[src/rtl/qspi_flash_reader.sv]
// AHB-Lite read-only SPI NOR flash reader: each read stalls the bus, runs one
// CE-framed READ (0x03 + 24-bit address) transaction and returns the word little-endian.
module qspi_flash_reader (
  input  logic        HCLK,
  input  logic        HRESETn,
  input  logic        HSEL,
  input  logic [31:0] HADDR,
  input  logic [1:0]  HTRANS,
  input  logic        HWRITE,
  input  logic        HREADY,
  input  logic [2:0]  HSIZE,
  input  logic [31:0] HWDATA,
  output logic        HREADYOUT,
  output logic [31:0] HRDATA,
  output logic        fr_sck,
  output logic        fr_ce_n,
  input  logic [3:0]  fr_din,
  output logic [3:0]  fr_dout,
  output logic [3:0]  fr_douten
);

  localparam logic [7:0] CMD = 8'h03;

  localparam logic [1:0] ST_IDLE = 2'd0;
  localparam logic [1:0] ST_TX   = 2'd1;
  localparam logic [1:0] ST_RX   = 2'd2;
  localparam logic [1:0] ST_DONE = 2'd3;

  logic [1:0]  state_q,   state_d;
  logic        phase_q,   phase_d;
  logic [4:0]  bit_cnt_q, bit_cnt_d;
  logic [31:0] tx_sr_q,   tx_sr_d;
  logic [31:0] rx_sr_q,   rx_sr_d;
  logic [31:0] hrdata_q,  hrdata_d;

  logic accept;
  logic busy;

  // Size, write data, upper address bits and unused data lanes do not affect a word fetch.
  logic unused_inputs;
  assign unused_inputs = ^{HSIZE, HWDATA, HADDR[31:24], HADDR[1:0], fr_din[3:2], fr_din[0]};

  assign accept = HSEL & HREADY & HTRANS[1] & ~HWRITE;
  assign busy   = (state_q == ST_TX) || (state_q == ST_RX);

  always_comb begin
    // NOTE: every next-state signal gets a default first so no path leaves it unassigned (no latches).
    state_d   = state_q;
    phase_d   = phase_q;
    bit_cnt_d = bit_cnt_q;
    tx_sr_d   = tx_sr_q;
    rx_sr_d   = rx_sr_q;
    hrdata_d  = hrdata_q;

    case (state_q)
      ST_IDLE, ST_DONE: begin
        if (accept) begin
          state_d   = ST_TX;
          phase_d   = 1'b0;
          bit_cnt_d = 5'd0;
          tx_sr_d   = {CMD, HADDR[23:2], 2'b00};
        end else begin
          state_d = ST_IDLE;
        end
      end

      ST_TX: begin
        phase_d = ~phase_q;
        // The next bit is presented on the edge where sck falls.
        if (phase_q) begin
          tx_sr_d   = {tx_sr_q[30:0], 1'b0};
          bit_cnt_d = bit_cnt_q + 5'd1;
          if (bit_cnt_q == 5'd31) state_d = ST_RX;
        end
      end

      ST_RX: begin
        phase_d = ~phase_q;
        if (!phase_q) begin
          rx_sr_d = {rx_sr_q[30:0], fr_din[1]};
        end else begin
          bit_cnt_d = bit_cnt_q + 5'd1;
          if (bit_cnt_q == 5'd31) begin
            state_d  = ST_DONE;
            // First byte received is the lowest address, so it lands in HRDATA[7:0].
            hrdata_d = {rx_sr_q[7:0], rx_sr_q[15:8], rx_sr_q[23:16], rx_sr_q[31:24]};
          end
        end
      end

      default: state_d = ST_IDLE;
    endcase
  end

  always_ff @(posedge HCLK) begin
    if (!HRESETn) begin
      // NOTE: sequential state uses non-blocking assignments so every register samples pre-edge values.
      state_q   <= ST_IDLE;
      phase_q   <= 1'b0;
      bit_cnt_q <= 5'd0;
      tx_sr_q   <= '0;
      rx_sr_q   <= '0;
      hrdata_q  <= '0;
    end else begin
      state_q   <= state_d;
      phase_q   <= phase_d;
      bit_cnt_q <= bit_cnt_d;
      tx_sr_q   <= tx_sr_d;
      rx_sr_q   <= rx_sr_d;
      hrdata_q  <= hrdata_d;
    end
  end

  assign HREADYOUT = ~busy;
  assign HRDATA    = hrdata_q;
  assign fr_ce_n   = ~busy;
  assign fr_sck    = phase_q & busy;
  assign fr_dout   = {3'b000, (state_q == ST_TX) & tx_sr_q[31]};
  assign fr_douten = {3'b000, (state_q == ST_TX)};

endmodule

[config.mk]
export PLATFORM = sky130hd
export DESIGN_NAME = qspi_flash_reader
export DESIGN_NICKNAME = d
export VERILOG_FILES = /design/src/rtl/qspi_flash_reader.sv
export SDC_FILE = /design/constraint.sdc
export NUM_CORES = 1
export LEC_CHECK = 0
export BUFFER_PORTS_ARGS = -buffer_cell sky130_fd_sc_hd__buf_4
export CORE_MARGIN = 1
export CORE_UTILIZATION = 45
export DETAILED_ROUTE_END_ITERATION = 8
export GPL_TIMING_DRIVEN = 1
export PLACE_DENSITY = 0.71
export SLEW_MARGIN = 30
export SYNTH_ARGS = -nofsm -noshare
export SYNTH_HDL_FRONTEND = slang
export SYNTH_SLANG_ARGS = --single-unit
[constraint.sdc]
create_clock -name HCLK -period 3 [get_ports HCLK]
set_clock_uncertainty 0.1 [all_clocks]
set_input_delay 0.45 -clock HCLK [delete_from_list [all_inputs] [get_ports HCLK]]
set_output_delay 0.45 -clock HCLK [all_outputs]
set_load 0.005 [all_outputs]
==> results.cfg, run 1 <==
[outcome]
outcome = complete, but fails checks
violations = design-rule violations

[clock_network]
cts-resized-gates = 0
cts_hold_buf = 0
clkTransAtPathRegs_ns = 0.10
cts_max_level = 3
postCtsSetupBuffers = 0
cts_buffer_depth = 2
cts_sinks = 102
cts_tree = built
cts_buffers = 9
cts-root-buf = clkbuf_8
clkLatencyLatePin_ns = 0.36

[layout]
layout-drive-gt1-share_pct = 22.7
layout.nets = 611
multi_input_area_um2 = 1890
fillers = 829
layout.core_utilization_pct = 55.1
diodes = 0
layout-area-overhead-vs-synth_pct = 16.6
final_area_um2 = 4880
regArea_um2 = 2040

[setup_path]
cp.arrival_ns = 1.87
rrSetupSlack_ns = 0.69
worstReg2RegEnd = tx_sr_q[19]$_SDFFE_PN0P_
worst_path_largest_cell_delay_ns = 0.53
crit_type = reg -> out
reg2reg_depth = 5
path_max_fanout = 17
cp.required_ns = 2.45
r2r_start = state_q[0]$_SDFFE_PN0P_
slowest_stage = ha_1
setup.worst_path.start_class = register
cp_cell_sequence = inv_1 > ha_1 > nor2b_1 > buf_4
end_kind = output port

[pwr]
p_total_uw = 3670
power.leakage_uw = 0.00182
ir_drop_uv = 375
p_per_area_nw_per_um2 = 752

[sta]
clock.fmax_mhz = 414
fin_setup_tns_ns = 0
period_minus_slack_ns = 2.42
worstMarginPinSlew_ns = 0.675
maxSlewHeadroom_pct = 54.9
whs_ns = 0.237
finalHoldViolations = 0
slew_violations = 0
min_period_over_period_pct = 80.6
setup_viol_count_final = 0
rsz0062_at_grt = no

[floorplan]
initial_core_util_pct = 47.3
std_cell_rows = 34
dieArea_um2 = 9680
io_pins = 121
die-height_um = 98.4
core_area_um2 = 8850
dieWidth_um = 98.4

[placement]
place_area_um2 = 4650
gp_congestion = 0.693
port-buffer-count = 65
dpl.hpwl_um = 5280

[detailed_routing]
wl_um = 8220
first_pass_iters = 8
routedWlPerCell_um = 12.8
vias = 3403
ant_nets = 0
vias_per_cell = 5.30
drcViolationCount = 1
drtIter0Drc = 188

[logic_synthesis]
synth_cells = 487
synth.largest_area_cell = dfxtp_1
ys_top_cells_by_area = dfxtp_1 49%, nand2_1 14%, a21oi_1 7.9%, o221a_2 6.2%, mux2i_1 5.3%
netlist.area_leader.share_pct = 48.8
synth_most_common_cell = nand2_1
syn_area_um2 = 4180
ys_async_sr_fraction_pct = 0
ys_seq_elements = 102
ys.flop_type = dfxtp_1
synth_cell_type_count = 39
synth_common_cells = 153 x nand2_1, 102 x dfxtp_1, 66 x a21oi_1
syn_avg_cell_area_um2 = 8.59
seq_area_frac_synth_pct = 48.8
yosys_warnings = 0
synth_edf_count = 0

[global_route]
grt-ovfl-total = 0
track_usage_pct = 18.2
grt_pass1_vias = 3278
grt_max_degree = 50
grt_pass1_wl_um = 14400
antenna_found_initial = 0

[min_path]
hp-class = in -> reg
min_to = rx_sr_q[0]$_SDFFE_PN0P_
holdCritStartpoint = fr_din[1]
hold_depth = 3

[run]
maxCapViolations = 0
==> worst max-delay path, delay by kind of cell (launching register included) <==
family / cells / cell delay (ns)
flip-flops: 1 / 0.36
adder cells (fa/ha/maj): 1 / 0.53
buffers and inverters: 2 / 0.23
AND/OR/NAND/NOR: 1 / 0.39
==> power breakdown <==
part	leakage, µW	switching [µW]	internal [µW]
sequential	0.000826	62.8	1470
clock	0.000108	491	482
combinational	0.000888	694	469
total	0.00182	1250	2420
==> per-stage QoR <==
step	cells	worst slack, ns
final	642	0.582
after global routing	642	0.467
after CTS	642	0.553
after detailed placement	626	0.706
after global placement	626	0.669
after floorplan	492	1.28
==> layout by cell type (no fill, tap or decap), types with 6 or more instances in the layout <==
cell type  instances
mux2i_1           22
clkbuf_8           9
nand2_1          153
nand3_1           18
a22oi_1            6
conb_1             6
a31oi_1            7
buf_4             73
dfxtp_1          102
a21oi_1           66
o221a_2           23
==> state kept, by name, summed over array words and instances, names as in the netlist <==
signal / flops
tx_sr_q: 30
phase_q: 1
rx_sr_q: 32
state_q: 2
bit_cnt_q: 5
HRDATA: 32
==> final cells by class <==
class	count	share of cell area (%)
Inverter	4	0.308
Clock buffer	9	2.54
Multi-Input combinational cell	338	38.7
Clock inverter	7	2.13
Sequential cell	102	41.9
Tap cell	108	2.77
Timing Repair Buffer	74	11.6
==> cells by family after synthesis <==
group                    count (synthesis)  synth area share (%)
multiplexers                            24                  6.07
flip-flops                             102                  48.8
adder cells (fa/ha/maj)                  4                  1.20
other                                    1                0.0897
AO/OA/AOI/OAI                          115                  18.4
AND/OR/NAND/NOR                        189                  18.9
buffers and inverters                   52                  6.52
==> routing by layer <==
metal	GRT usage (%)	vias to the layer above	routed length, µm
met2	34.5	64	4150
met4	5.28	0	84
met5	0	-	0
li1	-	1739	-
met1	20.3	1593	3720
met3	3.87	7	269
==> how the worst max path moves through the flow <==
| stage | slack [ns] | cells after the start | endpoint | start |
|---|---|---|---|---|
| 6_report | 0.58 | 4 | fr_sck | state_q[0]$_SDFFE_PN0P_ |
| 5_1_grt | 0.47 | 4 | fr_sck | state_q[0]$_SDFFE_PN0P_ |
| 4_1_cts | 0.55 | 4 | fr_sck | state_q[0]$_SDFFE_PN0P_ |
| 3_5_place_dp | 0.71 | 5 | tx_sr_q[19]$_SDFFE_PN0P_ | state_q[0]$_SDFFE_PN0P_ |
| 3_3_place_gp | 0.67 | 6 | HRDATA[27]$_SDFFE_PN0P_ | bit_cnt_q[0]$_SDFFE_PN0P_ |
| 2_1_floorplan | 1.28 | 4 | fr_sck | state_q[0]$_SDFFE_PN0P_ |
Power figures use the tool's default switching activity.
==> inputs of run 2 (changes only) <==
--- a/config.mk
+++ b/config.mk
@@ -5,12 +5,13 @@
 export SDC_FILE = /design/constraint.sdc
 export NUM_CORES = 1
 export LEC_CHECK = 0
+export ABC_AREA = 1
 export BUFFER_PORTS_ARGS = -buffer_cell sky130_fd_sc_hd__buf_4
 export CORE_MARGIN = 1
 export CORE_UTILIZATION = 45
 export DETAILED_ROUTE_END_ITERATION = 8
 export GPL_TIMING_DRIVEN = 1
-export PLACE_DENSITY = 0.71
+export PLACE_DENSITY = 0.73
 export SLEW_MARGIN = 30
 export SYNTH_ARGS = -nofsm -noshare
 export SYNTH_HDL_FRONTEND = slang
==> constraint.sdc (replaced) <==
create_clock -name HCLK -period 1.95 [get_ports HCLK]
set_clock_uncertainty 0.1 [all_clocks]
set_input_delay 0.2925 -clock HCLK [delete_from_list [all_inputs] [get_ports HCLK]]
set_output_delay 0.2925 -clock HCLK [all_outputs]
set_load 0.005 [all_outputs]
==> run 2 against run 1 <==
Effect of this change:
- the run now ends clean
- via count grew 15%
- hold slack lost 0.087 ns
- non-clock buffer count grew 4
- critical path depth grew 2
- synthesized cell count grew 25%
- setup slack lost 0.52 ns
- first-iteration DRC count grew 4.8%
- cell count grew 23%
- register-to-register slack lost 0.53 ns
- clock power grew 40%
- largest cell class unchanged
==> results.cfg, run 2 <==
[detailed_routing]
wl_um = 9290
drcViolationCount = 0
drtIter0Drc = 197
routedWlPerCell_um = 11.8
vias_per_cell = 4.98
first_pass_iters = 5
vias = 3922
ant_nets = 0

[global_route]
met3_usage_pct = 2.79
track_usage_pct = 19.8
globalRouteMet2Util_pct = 34.4
busiest_layer = met2
met1_usage_pct = 24.9
grt_max_degree = 72
grt_pass1_wl_um = 16100
grt-ovfl-total = 0
grt_pass1_vias = 3612
antenna_found_initial = 0

[layout]
layout.core_utilization_pct = 55.0
diodes = 0
layout.nets = 735
layout-area-overhead-vs-synth_pct = 17.6
mostFrequentLayoutCells = 107 x nand2_1, 105 x nor2_1, 100 x dfxtp_1
final_common_cell = nand2_1
layout-drive-gt1-share_pct = 15.8

[floorplan]
std_cell_rows = 35
dieArea_um2 = 10000
die-height_um = 100
initial_core_util_pct = 46.8
io_pins = 121
dieWidth_um = 100
core_area_um2 = 9280

[sta]
clock.fmax_mhz = 530
setup_viol_count_final = 0
slew_violations = 0
period_minus_slack_ns = 1.89
finalHoldViolations = 0
maxSlewHeadroom_pct = 56.7
rsz0062_at_grt = yes
min_period_over_period_pct = 96.7
whs_ns = 0.150
worstMarginPinSlew_ns = 0.650

[logic_synthesis]
synth_most_common_cell = nand2_1
ys_async_sr_fraction_pct = 0
synth_common_cells = 107 x nand2_1, 105 x nor2_1, 102 x dfxtp_1
synth.largest_area_cell = dfxtp_1
ys.flop_type = dfxtp_1
synth_edf_count = 0
ys_seq_elements = 102
yosys_warnings = 0
ys_top_cells_by_area = dfxtp_1 47%, a21oi_1 9.3%, nand2_1 9.2%, nor2_1 9.1%, nand3_1 7.8%
syn_avg_cell_area_um2 = 7.14
syn_area_um2 = 4340
synth_cells = 608
synth_cell_type_count = 23
seq_area_frac_synth_pct = 47.0
netlist.area_leader.share_pct = 47.0

[clock_network]
cts_tree = built
clkTransAtPathRegs_ns = 0.09
cts_sinks = 102
clkLatencyLatePin_ns = 0.36
cts_buffers = 9
cts-resized-gates = 3
postCtsSetupBuffers = 0
cts_max_level = 3
cts-root-buf = clkbuf_8
cts_hold_buf = 0
cts_buffer_depth = 2

[pwr]
power.leakage_uw = 0.00223
ir_drop_uv = 829
p_per_area_nw_per_um2 = 1350

[outcome]
outcome = completed

[setup_path]
cp.required_ns = 1.56
setup.worst_path.start_class = register
end_kind = output port
path_max_fanout = 29
crit_type = reg -> out
cp.arrival_ns = 1.49

[placement]
dpl.hpwl_um = 5900
port-buffer-count = 65
gp_congestion = 0.763

[min_path]
hp-class = in -> reg

[run]
maxCapViolations = 0
==> run 2: cell types whose count changed in the layout (fill, tap and decap cells not counted), sizes merged, moves of 13 or more <==
| cell | before | now |
|---|---|---|
| nor2 | 2 | 105 |
| nand3 | 18 | 68 |
| nand2 | 153 | 108 |
| o21ai | 6 | 39 |
| inv | 7 | 37 |
| mux2i | 23 | 0 |
| o221a | 23 | 0 |
| a21oi | 67 | 81 |
| clkinv | 0 | 13 |
==> run 2: logic make-up after synthesis <==
group / after synthesis / synth area share (%)
AOI/OAI and AO/OA: 121 / 14.3
adders and majority gates: 4 / 1.15
and+or+nand+nor: 284 / 26.8
other: 1 / 0.0863
buffers and inverters: 96 / 10.7
DFF: 102 / 47.0
==> run 2: routing by layer <==
metal	part of all wire, %	up-vias
li1	-	2020
met1	46	1817
met2	49	74
met3	3.4	11
met4	1.4	0
met5	0	-
==> run 2: final cells by class <==
type | count | area, µm²
multi-input combinational | 415 | 1880
sequential | 102 | 2040
inverter | 47 | 180
clock inverter | 6 | 68.8
timing repair buffer | 78 | 639
fill | 877 | 4180
tap | 129 | 161
clock buffer | 10 | 138
==> run 2: critical path, stage by stage (launching register included) <==
cell and delay (ns):
dfxtp_1 0.35, inv_1 0.07, ha_2 0.29, buf_12 0.21, nand2_1 0.07, inv_1 0.05
buf_4 0.10
==> run 2: final timing paths <==
path	startpoint	to	slack, ns	cells past startpoint
setup / recovery	state_q[1]$_SDFFE_PN0P_	fr_dout[0]	0.06	6
hold / removal	fr_din[1]	rx_sr_q[0]$_SDFFE_PN0P_	0.15	3
setup reg to reg	state_q[1]$_SDFFE_PN0P_	tx_sr_q[11]$_SDFFE_PN0P_	0.16	7
hold reg to reg	HRDATA[11]$_SDFFE_PN0P_	HRDATA[11]$_SDFFE_PN0P_	0.37	2
==> run 2: per-stage QoR <==
| stage | std cells | setup slack (ns) | area (µm²) | TNS (ns) | power, µW |
|---|---|---|---|---|---|
| global route | 787 | -0.0425 | 5110 | -0.0780 | 7490 |
| detailed placement | 771 | 0.0490 | 4860 | 0 | 5540 |
| global placement | 771 | 0.141 | 4860 | 0 | 5390 |
| finish | 787 | 0.0638 | 5110 | 0 | 6910 |
| floorplan | 613 | 0.328 | 4360 | 0 | 5070 |
| CTS | 787 | 0.000746 | 5080 | 0 | 6920 |
==> run 2: where the power goes <==
group | switching [µW] | internal, µW
combinational | 1630 | 988
clock | 728 | 636
sequential | 311 | 2610
